### config.mk
export PLATFORM = sky130hd
export DESIGN_NAME = soc_mmio
export DESIGN_NICKNAME = d
export VERILOG_FILES = /design/src/rtl/soc_mmio.sv
export SDC_FILE = /design/constraint.sdc
export NUM_CORES = 1
export LEC_CHECK = 0
export CELL_PAD_IN_SITES_DETAIL_PLACEMENT = 0
export CELL_PAD_IN_SITES_GLOBAL_PLACEMENT = 2
export CORE_MARGIN = 5
export CORE_UTILIZATION = 31
export CTS_CLUSTER_DIAMETER = 80
export DETAILED_ROUTE_END_ITERATION = 10
export PLACE_DENSITY = 0.86
export SLEW_MARGIN = 40
export SYNTH_ARGS = -nofsm -noshare
export SYNTH_HDL_FRONTEND = slang
export SYNTH_SLANG_ARGS = --single-unit
### constraint.sdc
create_clock -name clk -period 2.12 [get_ports clk]
set_clock_uncertainty 0.05 [all_clocks]
set_input_delay 0.212 -clock clk [delete_from_list [all_inputs] [get_ports clk]]
set_output_delay 0.212 -clock clk [all_outputs]
set_load 0.01 [all_outputs]
### src/rtl/soc_mmio.sv
// Memory-side bridge: routes mcu accesses to system RAM or a small MMIO block
// (GPIO, cycle counter, timer compare, status/irq) with a selectable byte order.
module soc_mmio #(
   parameter int unsigned RAM_WORDS = 1024,
   parameter int unsigned IO_BIT    = 22,
   parameter int unsigned N_GPIO    = 2,
   parameter int unsigned SWAP_MODE = 1,
   parameter logic [31:0] RST_GPIO  = 32'h0000_0000,
   localparam int unsigned RAM_AW   = $clog2(RAM_WORDS)
) (
   input  logic                  clk,
   input  logic                  rstn,
   input  logic [31:0]           mem_addr,
   input  logic                  mem_rstrb,
   input  logic [3:0]            mem_wmask,
   input  logic [31:0]           mem_wdata,
   output logic [31:0]           mem_rdata,
   output logic [RAM_AW-1:0]     ram_addr,
   output logic                  ram_rstrb,
   output logic [3:0]            ram_wmask,
   output logic [31:0]           ram_wdata,
   input  logic [31:0]           ram_rdata,
   output logic [N_GPIO*32-1:0]  gpio_out,
   input  logic [31:0]           gpio_in,
   output logic [7:0]            led,
   output logic                  irq
);

   function automatic logic [31:0] bswap32(input logic [31:0] v);
      return {v[7:0], v[15:8], v[23:16], v[31:24]};
   endfunction

   function automatic logic [3:0] brev4(input logic [3:0] m);
      return {m[0], m[1], m[2], m[3]};
   endfunction

   function automatic logic [31:0] merge_bytes(input logic [31:0] old_v,
                                               input logic [31:0] new_v,
                                               input logic [3:0]  mask);
      logic [31:0] r;
      for (int b = 0; b < 4; b++) begin
         r[8*b +: 8] = mask[b] ? new_v[8*b +: 8] : old_v[8*b +: 8];
      end
      return r;
   endfunction

   logic [N_GPIO*32-1:0] gpio_q, gpio_d;
   logic [31:0]          cycle_q, cycle_d;
   logic [31:0]          cmp_q, cmp_d;
   logic                 status_q, status_d;
   logic [31:0]          sync1_q, sync2_q;
   logic [31:0]          io_rdata_q, io_rdata_d;
   logic                 sel_io_q, sel_io_d;

   logic                 io_sel_s;
   logic                 io_wr_s;
   logic [3:0]           word_s;
   logic [31:0]          gpio_rd_s;
   logic [31:0]          rd_val_s;
   logic                 w1c_s;
   logic                 unused_s;

   assign io_sel_s = mem_addr[IO_BIT];
   assign io_wr_s  = io_sel_s && (mem_wmask != 4'b0000);
   assign word_s   = mem_addr[5:2];
   assign unused_s = ^{mem_addr};

   // RAM side is pure wiring; mode 2 reverses write data and byte lanes.
   assign ram_addr  = mem_addr[RAM_AW+1:2];
   assign ram_rstrb = mem_rstrb & ~io_sel_s;
   assign ram_wmask = io_sel_s ? 4'b0000 :
                      ((SWAP_MODE == 32'd2) ? brev4(mem_wmask) : mem_wmask);
   assign ram_wdata = (SWAP_MODE == 32'd2) ? bswap32(mem_wdata) : mem_wdata;

   assign mem_rdata = sel_io_q ? io_rdata_q :
                      ((SWAP_MODE >= 32'd1) ? bswap32(ram_rdata) : ram_rdata);
   assign gpio_out  = gpio_q;
   assign led       = ~gpio_q[7:0];
   assign irq       = status_q;

   // Read mux over the MMIO word map, sampling only pre-write register values.
   always_comb begin
      gpio_rd_s = 32'h0000_0000;
      for (int n = 0; n < int'(N_GPIO); n++) begin
         gpio_rd_s = (word_s == 4'(n)) ? gpio_q[32*n +: 32] : gpio_rd_s;
      end
      if (32'(word_s) < N_GPIO) begin
         rd_val_s = gpio_rd_s;
      end else begin
         case (word_s)
            4'd8:    rd_val_s = sync2_q;
            4'd9:    rd_val_s = cycle_q;
            4'd10:   rd_val_s = cmp_q;
            4'd11:   rd_val_s = {31'h0000_0000, status_q};
            default: rd_val_s = 32'h0000_0000;
         endcase
      end
   end

   // Next-state for MMIO registers; a compare match beats a same-cycle clear.
   always_comb begin
      gpio_d = gpio_q;
      for (int n = 0; n < int'(N_GPIO); n++) begin
         gpio_d[32*n +: 32] = (io_wr_s && (word_s == 4'(n))) ?
                              merge_bytes(gpio_q[32*n +: 32], mem_wdata, mem_wmask) :
                              gpio_q[32*n +: 32];
      end
      cycle_d = cycle_q + 32'd1;
      if (io_wr_s && (word_s == 4'd10)) begin
         cmp_d = merge_bytes(cmp_q, mem_wdata, mem_wmask);
      end else begin
         cmp_d = cmp_q;
      end
      w1c_s = io_wr_s && (word_s == 4'd11) && mem_wmask[0] && mem_wdata[0];
      if (cycle_q == cmp_q) begin
         status_d = 1'b1;
      end else if (w1c_s) begin
         status_d = 1'b0;
      end else begin
         status_d = status_q;
      end
      if (mem_rstrb) begin
         sel_io_d   = io_sel_s;
         io_rdata_d = io_sel_s ? rd_val_s : io_rdata_q;
      end else begin
         sel_io_d   = sel_io_q;
         io_rdata_d = io_rdata_q;
      end
   end

   // State registers.
   always_ff @(posedge clk or negedge rstn) begin
      if (!rstn) begin
         gpio_q     <= {N_GPIO{RST_GPIO}};
         cycle_q    <= 32'h0000_0000;
         cmp_q      <= 32'hFFFF_FFFF;
         status_q   <= 1'b0;
         sync1_q    <= 32'h0000_0000;
         sync2_q    <= 32'h0000_0000;
         io_rdata_q <= 32'h0000_0000;
         sel_io_q   <= 1'b1;
      end else begin
         gpio_q     <= gpio_d;
         cycle_q    <= cycle_d;
         cmp_q      <= cmp_d;
         status_q   <= status_d;
         sync1_q    <= gpio_in;
         sync2_q    <= sync1_q;
         io_rdata_q <= io_rdata_d;
         sel_io_q   <= sel_io_d;
      end
   end

endmodule

# Word-level counts from Yosys, hierarchy flattened
# Index checks and enable logic that the tools add are counted.
[totals]
ff_bits = 226
in_bits = 135
out_inout_bits = 152
word_cells = 60
[classes]
n_addsub = 1
n_lt_le_gt_ge = 1
n_eq_ne = 6
n_mux = 8
bitwise_logic = 3
n_reduce_logical = 23
[ops]
columns = ["cell", "n"]
rows = [
  ["32-bit two-way mux", 4],
  ["32-bit one-hot mux with 4 select lines", 1],
  ["32-bit by 1-bit adder with 32-bit output, second input constant", 1],
  ["32-bit equality test", 1],
  ["2-bit AND reduction", 13],
  ["4-bit equality test, second input constant", 4],
  ["8-bit NOT", 1],
  ["1-bit logical AND", 7],
  ["4-bit by 1-bit equality test with 1-bit output, second input constant", 1],
  ["4-bit zero test", 1],
  ["4-bit by 2-bit less-than comparator with 1-bit output, second input constant", 1],
  ["4-bit two-way mux", 1],
  ["4-bit nonzero test", 1],
  ["1-bit two-way mux", 2],
  ["2-bit nonzero test", 1],
  ["1-bit bitwise AND", 1],
  ["1-bit NOT", 1],
]

# Logic depth before layout (Yosys ltp)
[depth]
depth_word = 7
mapped_depth = 7
ltp_nobuf = 4

# Worst setup path before layout
# No wires, ideal clock.
[synth_timing]
kind = "flip-flop to output port"
start = "register sel_io_q"
end = "output mem_rdata[10]"
t_arrival_ps = 1444
t_required_ps = 1858
slack_ps = 414
path_stages_with_launch = 4
n_path_buf = 2
cell_sequence = "dfstp_2 -> clkbuf_1 -> clkbuf_1 -> mux2_2"
[synth_via]
elab_chain_cells = 1
[synth_rtl]
columns = ["element", "line_no", "rtl"]
rows = [
  ["start: declaration", "53", "logic sel_io_q, sel_io_d;"],
  ["start signal: assignment", "150", "sel_io_q <= sel_io_d;"],
  ["32-bit two-way mux", "75", "assign mem_rdata = sel_io_q ? io_rdata_q :"],
  ["end: declaration", "17", "output logic [31:0] mem_rdata,"],
]
# Every way passes these cells.

# Worst setup path after layout
[layout_timing]
start = "register sel_io_q"
end = "output mem_rdata[17]"
# The elaborated chain is that of the path after synthesis.

==> metrics.md <==
| Metric | Value |
|---|---|
| Routed length on met1 | 14100 µm |
| Die W | 190 µm |
| WS Path Type | flip-flop to output pin |
| Hold Path Origin | gpio_in[18] |
| Post-Route WL | 32100 µm |
| Register-to-Register Path Depth | 4 |
| Post-Synthesis Cells | 779 |
| Final Hold Vio Count | 0 |
| Slew margin rel. | 0.630 |
| Max-Cap Viols | 0 |
| Crit path max fanout | 5 |
| Clock buffer depth | 3 |
| Sink Count | 226 |
| Gr ovfl total | 0 |
| Met2 WL | 15800 µm |
| Initial antenna violation count | 1 |
| Yosys reg bits | 226 |
| Clock buffer count from CTS | 25 |
| I/O pin cnt | 287 |
| Via count | 7243 |
| Unique masters post-synth | 43 |
| HP Class | input pin to flip-flop |
| Iter 0 DRT Violations | 413 |
| Worst VDD drop | 0.525 mV |
| Yosys warnings | 0 |
| Critical Path End | mem_rdata[17] |
| Setup tns final | 0 ns |
| Slew at the pin closest to its max-slew limit | 0.553 ns |
| Max layer used | met4 |
| Setup slack, reg-to-reg | 0.28 ns |
| Critical Path End Type | output pin |
| H-tree levels | 1 |
| Fmax | 0.478 GHz |
| RSZ-0062 raised after global routing | yes |
| Endpoints failing setup | 0 |
| Syn Std Cell Area | 0.0100 mm² |
| Clk slew on worst S/H paths | 0.06 ns |
| Total track usage | 0.175 |
| CP Launch Point | sel_io_q |
| Leakage | 6.33 nW |
| Max Slew Vio Count | 0 |
| Largest net degree at the start of global routing | 61 |
| Die ar. | 0.0359 mm² |
| Area contributors post-synth | dfrtp_1 (48%), dfstp_2 (8.7%), mux2_2 (7.0%), mux2_1 (6.5%), xor2_1 (4.5%) |
| Dpl hpwl | 24000 µm |
| PortBufs | 253 |
| Synth top area share | 0.483 |
| Met3 routed WL | 1600 µm |
| Core area | 0.0317 mm² |
| Die Height | 190 µm |
| Total iterations of the first detailed-routing run | 8 |
| Mapped Avg Cell Area | 12.8 µm² |
| Number of global-route vias before repair | 7563 |
| Power, Total | 12.4 mW |
| Critical path data arrival time | 1.83 ns |
| Number of nets with antenna violations after routing | 0 |
| Worst R2R End | cycle_q[26] |
| Clock Latency Late Sink | 0.52 ns |
| PD cells | 868 mW/mm² |
| DRC | 0 |
| Cell taking the most area after synthesis | dfrtp_1 |
| Tcrit/Tclk final | 0.986 |
| Startpoint Class | flip-flop |
| Gp weighted congestion | 0.834 |
| Via/cell ratio | 4.94 |
| First-pass GRT wire length | 48800 µm |
| Post-synthesis sequential area ratio | 0.570 |
| CTS tree | done |
| Worst endpoint required time | 1.86 ns |
| Status | completed |
| Layout cells sized above 1 | 0.241 |
| Initial Util | 0.315 |
| Area grow syn2layout | 43.1% |
| Syn Nets | 915 |
| Root Buffer | clkbuf_16 |
| Min Tclk post-route | 2.09 ns |
| Num rows | 65 |
| Worst R2R Start | cycle_q[2] |
| Nets | 1181 |
| Routed len/inst | 21.9 µm |
## critical path: stages (launching register included)
cell,delay (ns)
dfstp_2,0.58
buf_6,0.15
buf_16,0.13
mux2_2,0.34
buf_6,0.12
## per-layer routing
layer	vias to the layer above	GRT usage
met2	203	0.292
met1	3680	0.243
met4	0	0.0403
met3	39	0.0266
met5	-	0
li1	3321	-
## cell usage after synthesis
| cell type | number |
|---|---|
| and2_1 | 2 |
| a21oi_1 | 31 |
| xor2_1 | 51 |
| inv_1 | 13 |
| nor4_1 | 13 |
| mux2_1 | 58 |
| nand3_1 | 9 |
| and4_1 | 3 |
| nor2_1 | 37 |
| nor3b_4 | 1 |
| o21ai_1 | 2 |
| and3_1 | 18 |
| nand3b_1 | 1 |
| xnor2_1 | 11 |
| nand3_2 | 2 |
| nor3_1 | 5 |
| buf_1 | 1 |
| nand4_1 | 4 |
| clkbuf_1 | 16 |
| dfstp_2 | 33 |
| nand4_4 | 1 |
| buf_2 | 20 |
| buf_4 | 45 |
| and2b_4 | 1 |
| dfrtp_1 | 193 |
| a222oi_1 | 14 |
| and4_4 | 2 |
| a221oi_1 | 1 |
| buf_6 | 5 |
| and3b_1 | 1 |
| nor2b_1 | 6 |
| nor3b_2 | 1 |
| o2bb2ai_1 | 14 |
| nor4_4 | 1 |
| nor4b_4 | 1 |
| mux2_2 | 62 |
| nand2_1 | 19 |
| a22oi_1 | 35 |
| mux2i_1 | 15 |
| nor4_2 | 3 |
| o21ai_0 | 9 |
| a31oi_1 | 18 |
| ha_1 | 1 |
## how the worst min path moves through the flow
| stage | end | slack [ns] | cells past startpoint |
|---|---|---|---|
| 2_1_floorplan | cycle_q[0] | -0.13 | 0 |
| 5_1_grt | sync1_q[17] | 0.06 | 1 |
| 4_1_cts | sync1_q[18] | 0.06 | 1 |
| 6_report | sync1_q[18] | 0.08 | 1 |
| 3_5_place_dp | sync1_q[7] | 0.14 | 1 |
| 3_3_place_gp | sync1_q[7] | 0.14 | 1 |
## cells in the final DEF, fill, tap and decap left out, drive strengths merged, types with 2 or more instances in the layout
master	instances
clkdlybuf4s50	220
dfrtp	193
mux2	120
buf	105
xor2	51
nor2	37
a22oi	35
dfstp	33
clkbuf	32
a21oi	31
nand2	19
and3	18
a31oi	18
nor4	17
mux2i	15
o2bb2ai	14
a222oi	14
inv	14
xnor2	11
nand3	11
o21ai	11
nor2b	6
clkinv	6
nor3	5
bufinv	5
nand4	5
and4	5
nor3b	2
and2	2
## flip-flops by register name (all words and copies together) (netlist names)
register	flops
irq	1
sync1_q	32
sel_io_q	1
cycle_q	32
cmp_q	32
sync2_q	32
io_rdata_q	32
gpio_out	64
## repair_timing
item / in CTS / in global routing
setup buffers: 4 / 0
cloned: 3 / 0
setup endpoints to repair: 32 / 29
hold buffers: 1 / 0
endpoints found under the hold margin: 60 / 0
gates resized for setup: 163 / 35
## where the power goes
part / total, mW / switching (mW) / internal [mW]
sequential: 5.34 / 0.420 / 4.92
combinational: 2.49 / 1.06 / 1.43
clock: 4.58 / 1.73 / 2.85
total: 12.4 / 3.21 / 9.20
## metrics by stage
stage	area, µm²	setup WS (ns)	cells	hold WS (ns)	util
6_report	14300	0.0297	1466	0.0800	0.451
5_1_grt	14300	-0.0206	1465	0.0586	0.451
4_1_cts	14200	-0.0366	1466	0.0571	0.446
3_5_place_dp	13200	-0.170	1413	0.140	0.415
3_3_place_gp	13200	-0.130	1413	0.136	0.415
2_1_floorplan	10000	0.414	779	-0.134	-
## kinds of logic after synthesis
logic type,after synthesis,share of synthesized area
AO/OA/AOI/OAI,124,0.0857
XOR/XNOR,62,0.0543
adder cells (fa/ha/maj),1,0.00125
buffers and inverters,100,0.0607
flip-flops,226,0.570
multiplexers,135,0.150
AND/OR/NAND/NOR,131,0.0780
## area by class of cell
cell class	instances	area [µm²]
antenna	1	2.50
tap	402	503
sequential	226	5700
clock inverter	13	200
timing repair buffer	326	3380
clock buffer	32	672
inverter	13	48.8
fill	2892	17400
multi-input combinational	453	3800
Note: power is estimated with default switching activity, not from simulation.
